### config.mk
export PLATFORM = sky130hd
export DESIGN_NAME = alu_arbiter_flat
export DESIGN_NICKNAME = d
export VERILOG_FILES = /design/src/rtl/alu_pkg.sv /design/src/rtl/alu_arbiter_if.sv /design/src/rtl/alu_rsp_fifo.sv /design/src/rtl/alu_arbiter.sv /design/src/flat_wrapper.sv
export SDC_FILE = /design/constraint.sdc
export NUM_CORES = 1
export LEC_CHECK = 0
export ABC_CLOCK_PERIOD_IN_PS = 2700
export BUFFER_PORTS_ARGS = -buffer_cell sky130_fd_sc_hd__buf_2
export CAP_MARGIN = 20
export CORE_ASPECT_RATIO = 2
export CORE_MARGIN = 5
export CORE_UTILIZATION = 45
export CTS_CLUSTER_SIZE = 12
export DETAILED_ROUTE_END_ITERATION = 10
export PLACE_DENSITY = 0.73
export SLEW_MARGIN = 20
export SYNTH_ARGS = -nofsm -noshare
export SYNTH_HDL_FRONTEND = slang
export SYNTH_SLANG_ARGS = --single-unit
export TNS_END_PERCENT = 10
### constraint.sdc
create_clock -name clk -period 2.7 [get_ports clk]
set_input_delay 0.27 -clock clk [delete_from_list [all_inputs] [get_ports clk]]
set_output_delay 0.27 -clock clk [all_outputs]
set_load 0.01 [all_outputs]
### src/rtl/alu_pkg.sv
// rtl/alu_pkg.sv - shared widths, opcodes and tag type for the ALU arbiter
package alu_pkg;

  localparam int ALU_DW  = 8;
  localparam int ALU_RW  = 16;
  localparam int ALU_OPW = 3;
  localparam int ID_MAXW = 2;

  localparam logic [ALU_OPW-1:0] OP_ADD = 3'b000;
  localparam logic [ALU_OPW-1:0] OP_SUB = 3'b001;
  localparam logic [ALU_OPW-1:0] OP_MUL = 3'b010;
  localparam logic [ALU_OPW-1:0] OP_AND = 3'b011;
  localparam logic [ALU_OPW-1:0] OP_OR  = 3'b100;
  localparam logic [ALU_OPW-1:0] OP_XOR = 3'b101;
  localparam logic [ALU_OPW-1:0] OP_SHL = 3'b110;
  localparam logic [ALU_OPW-1:0] OP_SHR = 3'b111;

  typedef struct packed {
    logic               valid;
    logic [ID_MAXW-1:0] id;
  } rsp_tag_t;

  function automatic int wrap_idx(input int base, input int off, input int n);
    return (base + off) % n;
  endfunction

endpackage

### src/rtl/alu_arbiter_if.sv
// rtl/alu_arbiter_if.sv - request/response bus between the clients and alu_arbiter
interface alu_arbiter_if
  import alu_pkg::*;
#(
  parameter int NUM_REQ = 2
) ();

  localparam int IDW = (NUM_REQ > 1) ? $clog2(NUM_REQ) : 1;

  logic [NUM_REQ-1:0]         req_valid_i;
  logic [NUM_REQ-1:0]         req_ready_o;
  logic [ALU_DW*NUM_REQ-1:0]  req_a_i;
  logic [ALU_DW*NUM_REQ-1:0]  req_b_i;
  logic [ALU_OPW*NUM_REQ-1:0] req_inst_i;
  logic                       rsp_valid_o;
  logic                       rsp_ready_i;
  logic [IDW-1:0]             rsp_id_o;
  logic [ALU_RW-1:0]          rsp_data_o;

  modport master (
    output req_valid_i, req_a_i, req_b_i, req_inst_i, rsp_ready_i,
    input  req_ready_o, rsp_valid_o, rsp_id_o, rsp_data_o
  );

  modport slave (
    input  req_valid_i, req_a_i, req_b_i, req_inst_i, rsp_ready_i,
    output req_ready_o, rsp_valid_o, rsp_id_o, rsp_data_o
  );

endinterface

### src/rtl/alu_rsp_fifo.sv
// rtl/alu_rsp_fifo.sv - in-order show-ahead response FIFO holding ALU result and requester id
module alu_rsp_fifo
  import alu_pkg::*;
#(
  parameter int DEPTH = 4,
  parameter int IDW   = 1,
  parameter int CW    = $clog2(DEPTH + 1)
) (
  input  logic              clk,
  input  logic              rst_i,
  input  logic              push_i,
  input  logic [ALU_RW-1:0] push_data_i,
  input  logic [IDW-1:0]    push_id_i,
  input  logic              pop_i,
  output logic              valid_o,
  output logic [ALU_RW-1:0] data_o,
  output logic [IDW-1:0]    id_o,
  output logic [CW-1:0]     count_o
);

  localparam int PW = (DEPTH > 1) ? $clog2(DEPTH) : 1;

  logic [ALU_RW-1:0] data_mem_q [DEPTH];
  logic [IDW-1:0]    id_mem_q   [DEPTH];
  logic [PW-1:0]     wr_q, wr_d;
  logic [PW-1:0]     rd_q, rd_d;
  logic [CW-1:0]     count_q, count_d;
  logic              pop;

  assign valid_o = (count_q != '0);
  assign pop     = pop_i & valid_o;
  assign count_o = count_q;
  // Outputs read as zero while empty so nothing stale is ever presented.
  assign data_o  = valid_o ? data_mem_q[rd_q] : '0;
  assign id_o    = valid_o ? id_mem_q[rd_q] : '0;

  always_comb begin
    wr_d    = wr_q;
    rd_d    = rd_q;
    count_d = count_q;
    if (push_i) wr_d = (wr_q == PW'(DEPTH - 1)) ? '0 : wr_q + 1'b1;
    if (pop)    rd_d = (rd_q == PW'(DEPTH - 1)) ? '0 : rd_q + 1'b1;
    case ({push_i, pop})
      2'b10:   count_d = count_q + 1'b1;
      2'b01:   count_d = count_q - 1'b1;
      default: count_d = count_q;
    endcase
  end

  always_ff @(posedge clk) begin
    if (rst_i) begin
      wr_q    <= '0;
      rd_q    <= '0;
      count_q <= '0;
    end else begin
      wr_q    <= wr_d;
      rd_q    <= rd_d;
      count_q <= count_d;
    end
  end

  always_ff @(posedge clk) begin
    if (push_i) begin
      data_mem_q[wr_q] <= push_data_i;
      id_mem_q[wr_q]   <= push_id_i;
    end
  end

  a_no_overflow: assert property (@(posedge clk) disable iff (rst_i)
    !(push_i && !pop && (count_q == CW'(DEPTH))));

endmodule

### src/rtl/alu_arbiter.sv
// rtl/alu_arbiter.sv - round-robin sharing of one registered ALU with tag tracking and response FIFO
module alu_arbiter
  import alu_pkg::*;
#(
  parameter int NUM_REQ   = 2,
  parameter int ALU_LAT   = 1,
  parameter int RSP_DEPTH = 4
) (
  input  logic               clk,
  input  logic               rst_i,
  alu_arbiter_if.slave       bus,
  output logic [ALU_DW-1:0]  alu_a_o,
  output logic [ALU_DW-1:0]  alu_b_o,
  output logic [ALU_OPW-1:0] alu_inst_o,
  input  logic [ALU_RW-1:0]  alu_data_i,
  output logic               busy_o
);

  localparam int IDW = (NUM_REQ > 1) ? $clog2(NUM_REQ) : 1;
  localparam int CW  = $clog2(RSP_DEPTH + 1);
  // Stage 0 travels with the ALU input registers; the remaining ALU_LAT stages cover the ALU.
  localparam int NST = ALU_LAT + 1;

  logic [IDW-1:0]     ptr_q, ptr_d;
  logic [ALU_DW-1:0]  alu_a_q, alu_a_d;
  logic [ALU_DW-1:0]  alu_b_q, alu_b_d;
  logic [ALU_OPW-1:0] alu_inst_q, alu_inst_d;
  rsp_tag_t           tag_q [NST];
  rsp_tag_t           tag_d [NST];
  logic               busy_q, busy_d;

  logic [NUM_REQ-1:0] ready;
  logic [IDW-1:0]     gnt_id;
  logic [IDW-1:0]     cand;
  logic               gnt_found;
  logic               credit_ok;
  logic               hs;
  int                 inflight;
  int                 inflight_nxt;
  logic [CW-1:0]      fifo_count;
  logic               push;
  logic               pop;
  logic               fifo_valid;
  logic [ALU_RW-1:0]  fifo_data;
  logic [IDW-1:0]     fifo_id;
  logic               tag_id_unused;

  always_comb begin
    inflight = 0;
    for (int s = 0; s < NST; s++) inflight += int'(tag_q[s].valid);
  end

  assign credit_ok = (int'(fifo_count) + inflight) < RSP_DEPTH;

  always_comb begin
    gnt_found = 1'b0;
    gnt_id    = '0;
    cand      = '0;
    for (int i = 0; i < NUM_REQ; i++) begin
      cand = IDW'(wrap_idx(int'(ptr_q), i, NUM_REQ));
      if (!gnt_found && bus.req_valid_i[cand]) begin
        gnt_found = 1'b1;
        gnt_id    = cand;
      end
    end
    ready = '0;
    if (gnt_found && credit_ok && !rst_i) ready[gnt_id] = 1'b1;
  end

  assign hs              = |ready;
  assign bus.req_ready_o = ready;

  always_comb begin
    ptr_d      = ptr_q;
    alu_a_d    = alu_a_q;
    alu_b_d    = alu_b_q;
    alu_inst_d = alu_inst_q;
    tag_d[0]   = '{valid: hs, id: ID_MAXW'(gnt_id)};
    for (int s = 1; s < NST; s++) tag_d[s] = tag_q[s-1];
    if (hs) begin
      ptr_d      = IDW'(wrap_idx(int'(gnt_id), 1, NUM_REQ));
      alu_a_d    = bus.req_a_i[ALU_DW*int'(gnt_id) +: ALU_DW];
      alu_b_d    = bus.req_b_i[ALU_DW*int'(gnt_id) +: ALU_DW];
      alu_inst_d = bus.req_inst_i[ALU_OPW*int'(gnt_id) +: ALU_OPW];
    end
  end

  assign push          = tag_q[NST-1].valid;
  assign pop           = fifo_valid & bus.rsp_ready_i;
  assign tag_id_unused = ^tag_q[NST-1].id;

  // busy reflects the state after the edge, so it is built from next-state counts.
  always_comb begin
    inflight_nxt = int'(hs);
    for (int s = 0; s < NST - 1; s++) inflight_nxt += int'(tag_q[s].valid);
    busy_d = (inflight_nxt != 0) ||
             ((int'(fifo_count) + int'(push) - int'(pop)) != 0);
  end

  always_ff @(posedge clk) begin
    if (rst_i) begin
      ptr_q      <= '0;
      alu_a_q    <= '0;
      alu_b_q    <= '0;
      alu_inst_q <= '0;
      busy_q     <= 1'b0;
      for (int s = 0; s < NST; s++) tag_q[s] <= '0;
    end else begin
      ptr_q      <= ptr_d;
      alu_a_q    <= alu_a_d;
      alu_b_q    <= alu_b_d;
      alu_inst_q <= alu_inst_d;
      busy_q     <= busy_d;
      for (int s = 0; s < NST; s++) tag_q[s] <= tag_d[s];
    end
  end

  assign alu_a_o    = alu_a_q;
  assign alu_b_o    = alu_b_q;
  assign alu_inst_o = alu_inst_q;
  assign busy_o     = busy_q;

  alu_rsp_fifo #(
    .DEPTH (RSP_DEPTH),
    .IDW   (IDW)
  ) u_rsp_fifo (
    .clk         (clk),
    .rst_i       (rst_i),
    .push_i      (push),
    .push_data_i (alu_data_i),
    .push_id_i   (tag_q[NST-1].id[IDW-1:0]),
    .pop_i       (bus.rsp_ready_i),
    .valid_o     (fifo_valid),
    .data_o      (fifo_data),
    .id_o        (fifo_id),
    .count_o     (fifo_count)
  );

  assign bus.rsp_valid_o = fifo_valid;
  assign bus.rsp_data_o  = fifo_data;
  assign bus.rsp_id_o    = fifo_id;

endmodule

### src/flat_wrapper.sv
// flat-port wrapper written by rule: the top's interface ports become plain ports
module alu_arbiter_flat import alu_pkg::*;
#(
  parameter int NUM_REQ   = 2,
  parameter int ALU_LAT   = 1,
  parameter int RSP_DEPTH = 4
)
  (clk, rst_i, alu_a_o, alu_b_o, alu_inst_o, alu_data_i, busy_o, bus_req_valid_i, bus_req_a_i, bus_req_b_i, bus_req_inst_i, bus_rsp_ready_i, bus_req_ready_o, bus_rsp_valid_o, bus_rsp_id_o, bus_rsp_data_o);
  alu_arbiter_if #(.NUM_REQ(NUM_REQ)) bus_i ();
  input  logic clk;
  input  logic rst_i;
  output logic [ALU_DW-1:0] alu_a_o;
  output logic [ALU_DW-1:0] alu_b_o;
  output logic [ALU_OPW-1:0] alu_inst_o;
  input  logic [ALU_RW-1:0] alu_data_i;
  output logic busy_o;
  input wire logic [$bits(bus_i.req_valid_i)-1:0] bus_req_valid_i;
  input wire logic [$bits(bus_i.req_a_i)-1:0] bus_req_a_i;
  input wire logic [$bits(bus_i.req_b_i)-1:0] bus_req_b_i;
  input wire logic [$bits(bus_i.req_inst_i)-1:0] bus_req_inst_i;
  input wire logic [$bits(bus_i.rsp_ready_i)-1:0] bus_rsp_ready_i;
  output wire logic [$bits(bus_i.req_ready_o)-1:0] bus_req_ready_o;
  output wire logic [$bits(bus_i.rsp_valid_o)-1:0] bus_rsp_valid_o;
  output wire logic [$bits(bus_i.rsp_id_o)-1:0] bus_rsp_id_o;
  output wire logic [$bits(bus_i.rsp_data_o)-1:0] bus_rsp_data_o;
  assign bus_i.req_valid_i = bus_req_valid_i;
  assign bus_i.req_a_i = bus_req_a_i;
  assign bus_i.req_b_i = bus_req_b_i;
  assign bus_i.req_inst_i = bus_req_inst_i;
  assign bus_i.rsp_ready_i = bus_rsp_ready_i;
  assign bus_req_ready_o = bus_i.req_ready_o;
  assign bus_rsp_valid_o = bus_i.rsp_valid_o;
  assign bus_rsp_id_o = bus_i.rsp_id_o;
  assign bus_rsp_data_o = bus_i.rsp_data_o;
  alu_arbiter #(.NUM_REQ(NUM_REQ), .ALU_LAT(ALU_LAT), .RSP_DEPTH(RSP_DEPTH)) u_core (.clk(clk), .rst_i(rst_i), .bus(bus_i), .alu_a_o(alu_a_o), .alu_b_o(alu_b_o), .alu_inst_o(alu_inst_o), .alu_data_i(alu_data_i), .busy_o(busy_o));
endmodule
### After elaboration in Yosys (flattened, before gate mapping)

Memory sizes are Yosys's and may differ from the RTL's. A register that Yosys moved wholly into a read port is not among the register bits.
Cells that the tools add are included.

| operators by class | value |
|---|---|
| $add $sub $neg | 11 |
| multipliers | 1 |
| div/mod/pow operators | 0 |
| order comparisons | 5 |
| equal/unequal tests | 4 |
| shifts and indexed selects | 3 |
| mux-type cells | 27 |
| bitwise operators | 3 |
| reductions and logical operators | 12 |

Operator list:

| cell | count |
|---|---|
| $reduce_bool A32 Y1 | 2 |
| $add A4 B32 Y32 | 1 |
| $lt A32 B4 Y1 const B | 1 |
| $shiftx A16 B5 Y8 | 2 |
| $shiftx A6 B32 Y3 | 1 |
| $sub A32 B2 Y32 | 1 |
| $mux W16 | 1 |
| $mux W1 | 15 |
| $mux W2 | 7 |
| $eq A2 B2 Y1 const B | 3 |
| $lt A1 B2 Y1 const B | 3 |
| $mux W3 | 2 |
| $pmux W3 S2 | 1 |
| $add A1 B1 Y2 | 2 |
| $add A2 B1 Y2 const B | 2 |
| $add A3 B1 Y4 | 1 |
| $logic_and A1 B1 Y1 | 4 |
| $add A3 B1 Y3 const B | 1 |
| $mul A2 B1 Y3 const A | 1 |
| $reduce_bool A3 Y1 | 1 |
| $sub A3 B1 Y3 const B | 1 |
| $add A1 B1 Y1 const B | 2 |
| $eq A2 B1 Y1 const B | 1 |
| $logic_not A1 Y1 | 2 |
| other kinds (7) | 8 |

| word-level totals | value |
|---|---|
| register bits | 28 |
| bits in latches | 0 |
| bits in writable memories | 74 |
| memory bits (read-only) | 0 |
| output and inout port bits | 40 |
| memories | 3 |

Memory list:

| memory | depth | width | rd ports | clocked after memory_dff | write ports | line | text |
|---|---|---|---|---|---|---|---|
| u_core.u_rsp_fifo.data_mem_q | 4 | 16 | 1 | 1 | 1 | alu_rsp_fifo.sv:23 | `logic [ALU_RW-1:0] data_mem_q [DEPTH];` |
| u_core.tag_q | 2 | 3 | 2 | 0 | 2 | alu_arbiter.sv:28 | `rsp_tag_t tag_q [NST];` |
| u_core.u_rsp_fifo.id_mem_q | 4 | 1 | 1 | 1 | 1 | alu_rsp_fifo.sv:24 | `logic [IDW-1:0] id_mem_q [DEPTH];` |

### Logic depth before layout (Yosys ltp)

| logic depth | value |
|---|---|
| depth in word-level cells | 15 |
| depth in mapped cells | 8 |

### Hierarchy

A second synthesis with hierarchy kept.

| second synthesis, totals | value |
|---|---|
| cells, all modules | 291 |
| area total of the unflattened synthesis | 4345.4 µm² |

By module, submodules not included:

| module | instances | cells each | area each (µm²) | seq. area each (µm²) |
|---|---|---|---|---|
| alu_rsp_fifo | 1 | 156 | 3024.2 | 2222.1 |
| alu_arbiter | 1 | 135 | 1321.3 | 500.5 |

### Worst setup path after synthesis

Ideal clock, no wire load.

| path | value |
|---|---|
| path kind | register to register |
| start point | reg u_core.u_rsp_fifo.count_q[2], in the netlist u_core.u_rsp_fifo.count_o[2] |
| end point | reg u_core.busy_q, in the netlist u_core.busy_o |
| library setup time | 138 ps |
| arrival | 1942 ps |
| data required time | 2562 ps |
| setup slack | 619 ps |
| stages on the path, launching flop included | 9 |
| path buffers | 0 |
| cell sequence | dfxtp_1 o31ai_1 inv_1 ha_1 nor2b_1 nor2b_1 ha_1 nor4b_1 a41oi_1 |

| between the ends | value |
|---|---|
| word-level cells in the longest chain between the ends | 9 |

Ends and longest elaborated chain:

| what | line | text |
|---|---|---|
| start, declared | alu_rsp_fifo.sv:27 | `logic [CW-1:0] count_q, count_d;` |
| start signal, assigned | alu_rsp_fifo.sv:58 | `count_q <= count_d;` |
| $add A4 B32 Y32 | alu_arbiter.sv:53 | `assign credit_ok = (int'(fifo_count) + inflight) < RSP_DEPTH;` |
| $lt A32 B4 Y1 | alu_arbiter.sv:53 |  |
| $logic_and A1 B1 Y1 (2 in a row) | alu_arbiter.sv:67 | `if (gnt_found && credit_ok && !rst_i) ready[gnt_id] = 1'b1;` |
| $mux W2 | alu_arbiter.sv:67 |  |
| $reduce_or A2 Y1 | alu_arbiter.sv:70 | `assign hs = \|ready;` |
| $add A1 B1 Y2 | alu_arbiter.sv:95 | `for (int s = 0; s < NST - 1; s++) inflight_nxt += int'(tag_q[s].valid);` |
| $reduce_bool A32 Y1 | alu_arbiter.sv:96 | `busy_d = (inflight_nxt != 0) \|\|` |
| $logic_or A1 B1 Y1 (*) | alu_arbiter.sv:96 |  |
| end signal, assigned | alu_arbiter.sv:113 | `busy_q <= busy_d;` |
| end, declared | alu_arbiter.sv:30 | `logic busy_q, busy_d;` |

Every way passes the cells marked *; elsewhere a longest branch is shown, timed or not.
A chain may end at the register's enable or synchronous reset.

==> run summary <==
outcome -> finished, final reports clean
chip height -> 151 microns
NumNets Final -> 476
cell row count -> 51
core box area -> 0.00976 sq mm
GR Overflow Total -> 0
Synth cell types -> 35
Yosys warning total -> 0
max-slew violations -> 0
Post-Synthesis Cells -> 308
Antenna Nets Post-Route -> 0
Worst Slack Setup Final -> 0.351 ns
Longest Clk Path Bufs -> 2
ANT cells -> 0
Worst Path Required -> 2.43 ns
Starting Density -> 46.1%
layout cells sized above 1 -> 40.6%
Final Cycle Share -> 87.0%
first-pass GRT wire length -> 14,800 microns
number of flops mapped to enable cells by yosys -> 68
cell taking the most area after synthesis -> edfxtp_1
post-synthesis sequential area ratio -> 60.5%
Max IR drop VDD -> 512 uV
Total GRT Usage -> 16.0%
CP Class -> reg2out
largest net degree at the start of global routing -> 39
syn_nets -> 380
routability cong. -> 0.743
PostCTS Resize Cnt -> 0
Arrival @ worst endpoint -> 2.08 ns
Yosys reg bits -> 102
CP endpoint kind -> output pin
Cell Area, Synth -> 0.00450 sq mm
Post-CTS Repair Setup Buffers -> 0
Layout area overhead -> 20.6%
CP Launch Type -> flop
Post-synth top flop -> edfxtp_1
H-tree levels -> 3
Least-Margin Pin Slew -> 1.14 ns
DRC viols -> 0
area used by multi-input combinational logic -> 0.00161 sq mm
max_cap viols -> 0
CTS tree -> yes
Max Clk Rate -> 0.426 GHz
Final Hold Viols -> 0
setup TNS -> 0 ns
vias in the first global route -> 2,965
crit path from -> u_core.tag_q[0][5]
Setup-failing EPs final -> 0
IO Pins -> 99
Worst slew margin -> 24.1%
Detailed Place HPWL -> 6680 microns
CTS sink count -> 102
Vias/cell -> 5.30
largest cells by area after synthesis -> edfxtp_1 45%, dfxtp_1 15%, mux4_2 8.5%, a311oi_2 6.3%, ha_1 3.3%
FF-to-FF Start -> u_core.u_rsp_fifo.count_o[0]
worst skew pair latency -> 0.34 ns
Clock Skew -> 0.00523 ns
clock-pin transition on the worst setup and hold timing paths -> 0.07 ns
Die Footprint -> 0.0122 sq mm
CP Max Fanout -> 21
PD cells -> 798 mW/mm^2
layout filler cell count -> 801
RSZ-0062 raised after global routing -> no
hold buffer count at cts -> 0
number of DRC markers in iteration 0 -> 130
router iterations before antenna repair -> 4
FF-to-FF path depth -> 8
Root Driver -> clkbuf_16
Yosys top cell area share -> 45.4%
R2R Path End -> u_core.busy_o
antenna violations before repair -> 0
min Tclk post-route -> 2.35 ns
die width -> 80.7 microns
number of vias in the routed layout -> 2,867
min-delay worst type -> in2reg
most frequent cells after synthesis -> 68 x edfxtp_1, 34 x dfxtp_1, 22 x nor2b_1, 20 x a31oi_1, 20 x o21ai_0
PortBufs -> 98
TritonCTS buffer count -> 9
most frequent cell after synthesis -> edfxtp_1
routed len/inst -> 17.0 microns
asr flop ratio synth -> 0%
R2R Setup Slk -> 0.38 ns
post-place setup slack -> 0.397 ns
final wirelength -> 9200 microns
CP endpoint -> bus_req_ready_o[1]
FF+latch area -> 0.00272 sq mm
Leak -> 2.03 nW
Mean Syn Cell Area -> 14.6 sq um
## flip-flops by register name (all words and copies together) (netlist names), 3 cells and up, named ones only
name / cells
u_core.u_rsp_fifo.data_mem_q: 64
u_core.u_rsp_fifo.count_o: 3
u_core.alu_a_o: 8
u_core.alu_inst_o: 3
u_core.tag_q: 4
u_core.alu_b_o: 8
u_core.u_rsp_fifo.id_mem_q: 4
## where the power goes
group          leakage, nW  internal, W  switching (W)
clock network        0.141     0.000731       0.000570
registers            0.898      0.00179      0.0000849
logic                0.994     0.000534       0.000620
total                 2.03      0.00305        0.00128
## logic make-up after synthesis
group	after synthesis	synth area share, %
fa+ha+maj	13	3.78
flops	102	60.5
simple gates	69	9.79
xor+xnor	4	0.779
mux	19	8.96
buf+inv	35	3.70
compound gates	66	12.4
## layout make-up
class | count | share of cell area [%]
Sequential cell | 102 | 50.2
Timing Repair Buffer | 110 | 10.7
Tap cell | 132 | 3.05
Clock inverter | 7 | 1.50
Inverter | 10 | 0.692
Clock buffer | 9 | 4.15
Multi-Input combinational cell | 171 | 29.7
## worst max-delay path: stages, from the launching register on
cell     delay (ns)
dfxtp_1        0.38
ha_1           0.23
ha_1           0.28
nand3_2        0.08
buf_4          0.25
nand3_1        0.18
nor3_1         0.20
buf_2          0.16
## placed cells by master (no fill, tap or decap), types with 3 or more instances in the layout
cell        netlist  layout
a21oi_1           4       4
a311oi_2         19      19
a31oi_1          20      20
and2_1            4       4
buf_2             3      98
buf_4             0      12
clkbuf_16         0       9
clkinvlp_4        0       3
dfxtp_1          34      34
edfxtp_1         68      68
ha_1             12      12
inv_1            10      10
mux4_2           17      17
nand3b_1         19      19
nor2_1           10      10
nor2b_1          22      21
o21ai_0          20      20
xor2_1            3       3
## metrics by stage
step	utilization [%]	total power (W)	instance area, sq um	std cells	hold slack [ns]
final	55.5	0.00433	5420	541	0.144
after detailed placement	52.4	0.00309	5120	525	0.450
after global routing	55.5	0.00458	5420	541	0.135
after global placement	52.4	0.00306	5120	525	0.425
after floorplan	-	0.00272	4500	308	0.369
after CTS	55.5	0.00440	5420	541	0.129
## how the worst min path moves through the flow
stage	from	end	slack, ns	depth (start not counted)
floorplan	alu_data_i[0]	u_core.u_rsp_fifo.data_mem_q[0][0]	0.37	0
global placement	u_core.tag_q[0][0]	u_core.tag_q[0][3]	0.43	1
detailed placement	u_core.tag_q[0][0]	u_core.tag_q[0][3]	0.45	1
CTS	alu_data_i[3]	u_core.u_rsp_fifo.data_mem_q[1][3]	0.13	1
global route	alu_data_i[13]	u_core.u_rsp_fifo.data_mem_q[1][13]	0.14	1
finish	alu_data_i[4]	u_core.u_rsp_fifo.data_mem_q[0][4]	0.14	1
## routing by layer
layer / up-vias / track usage, % / wire [microns]
met2: 94 / 29.9 / 5150
li1: 1386 / - / -
met1: 1377 / 16.7 / 3340
met3: 10 / 4.82 / 584
met4: 0 / 5.25 / 120
met5: - / 0 / 0
(Power assumes the default switching activity.)
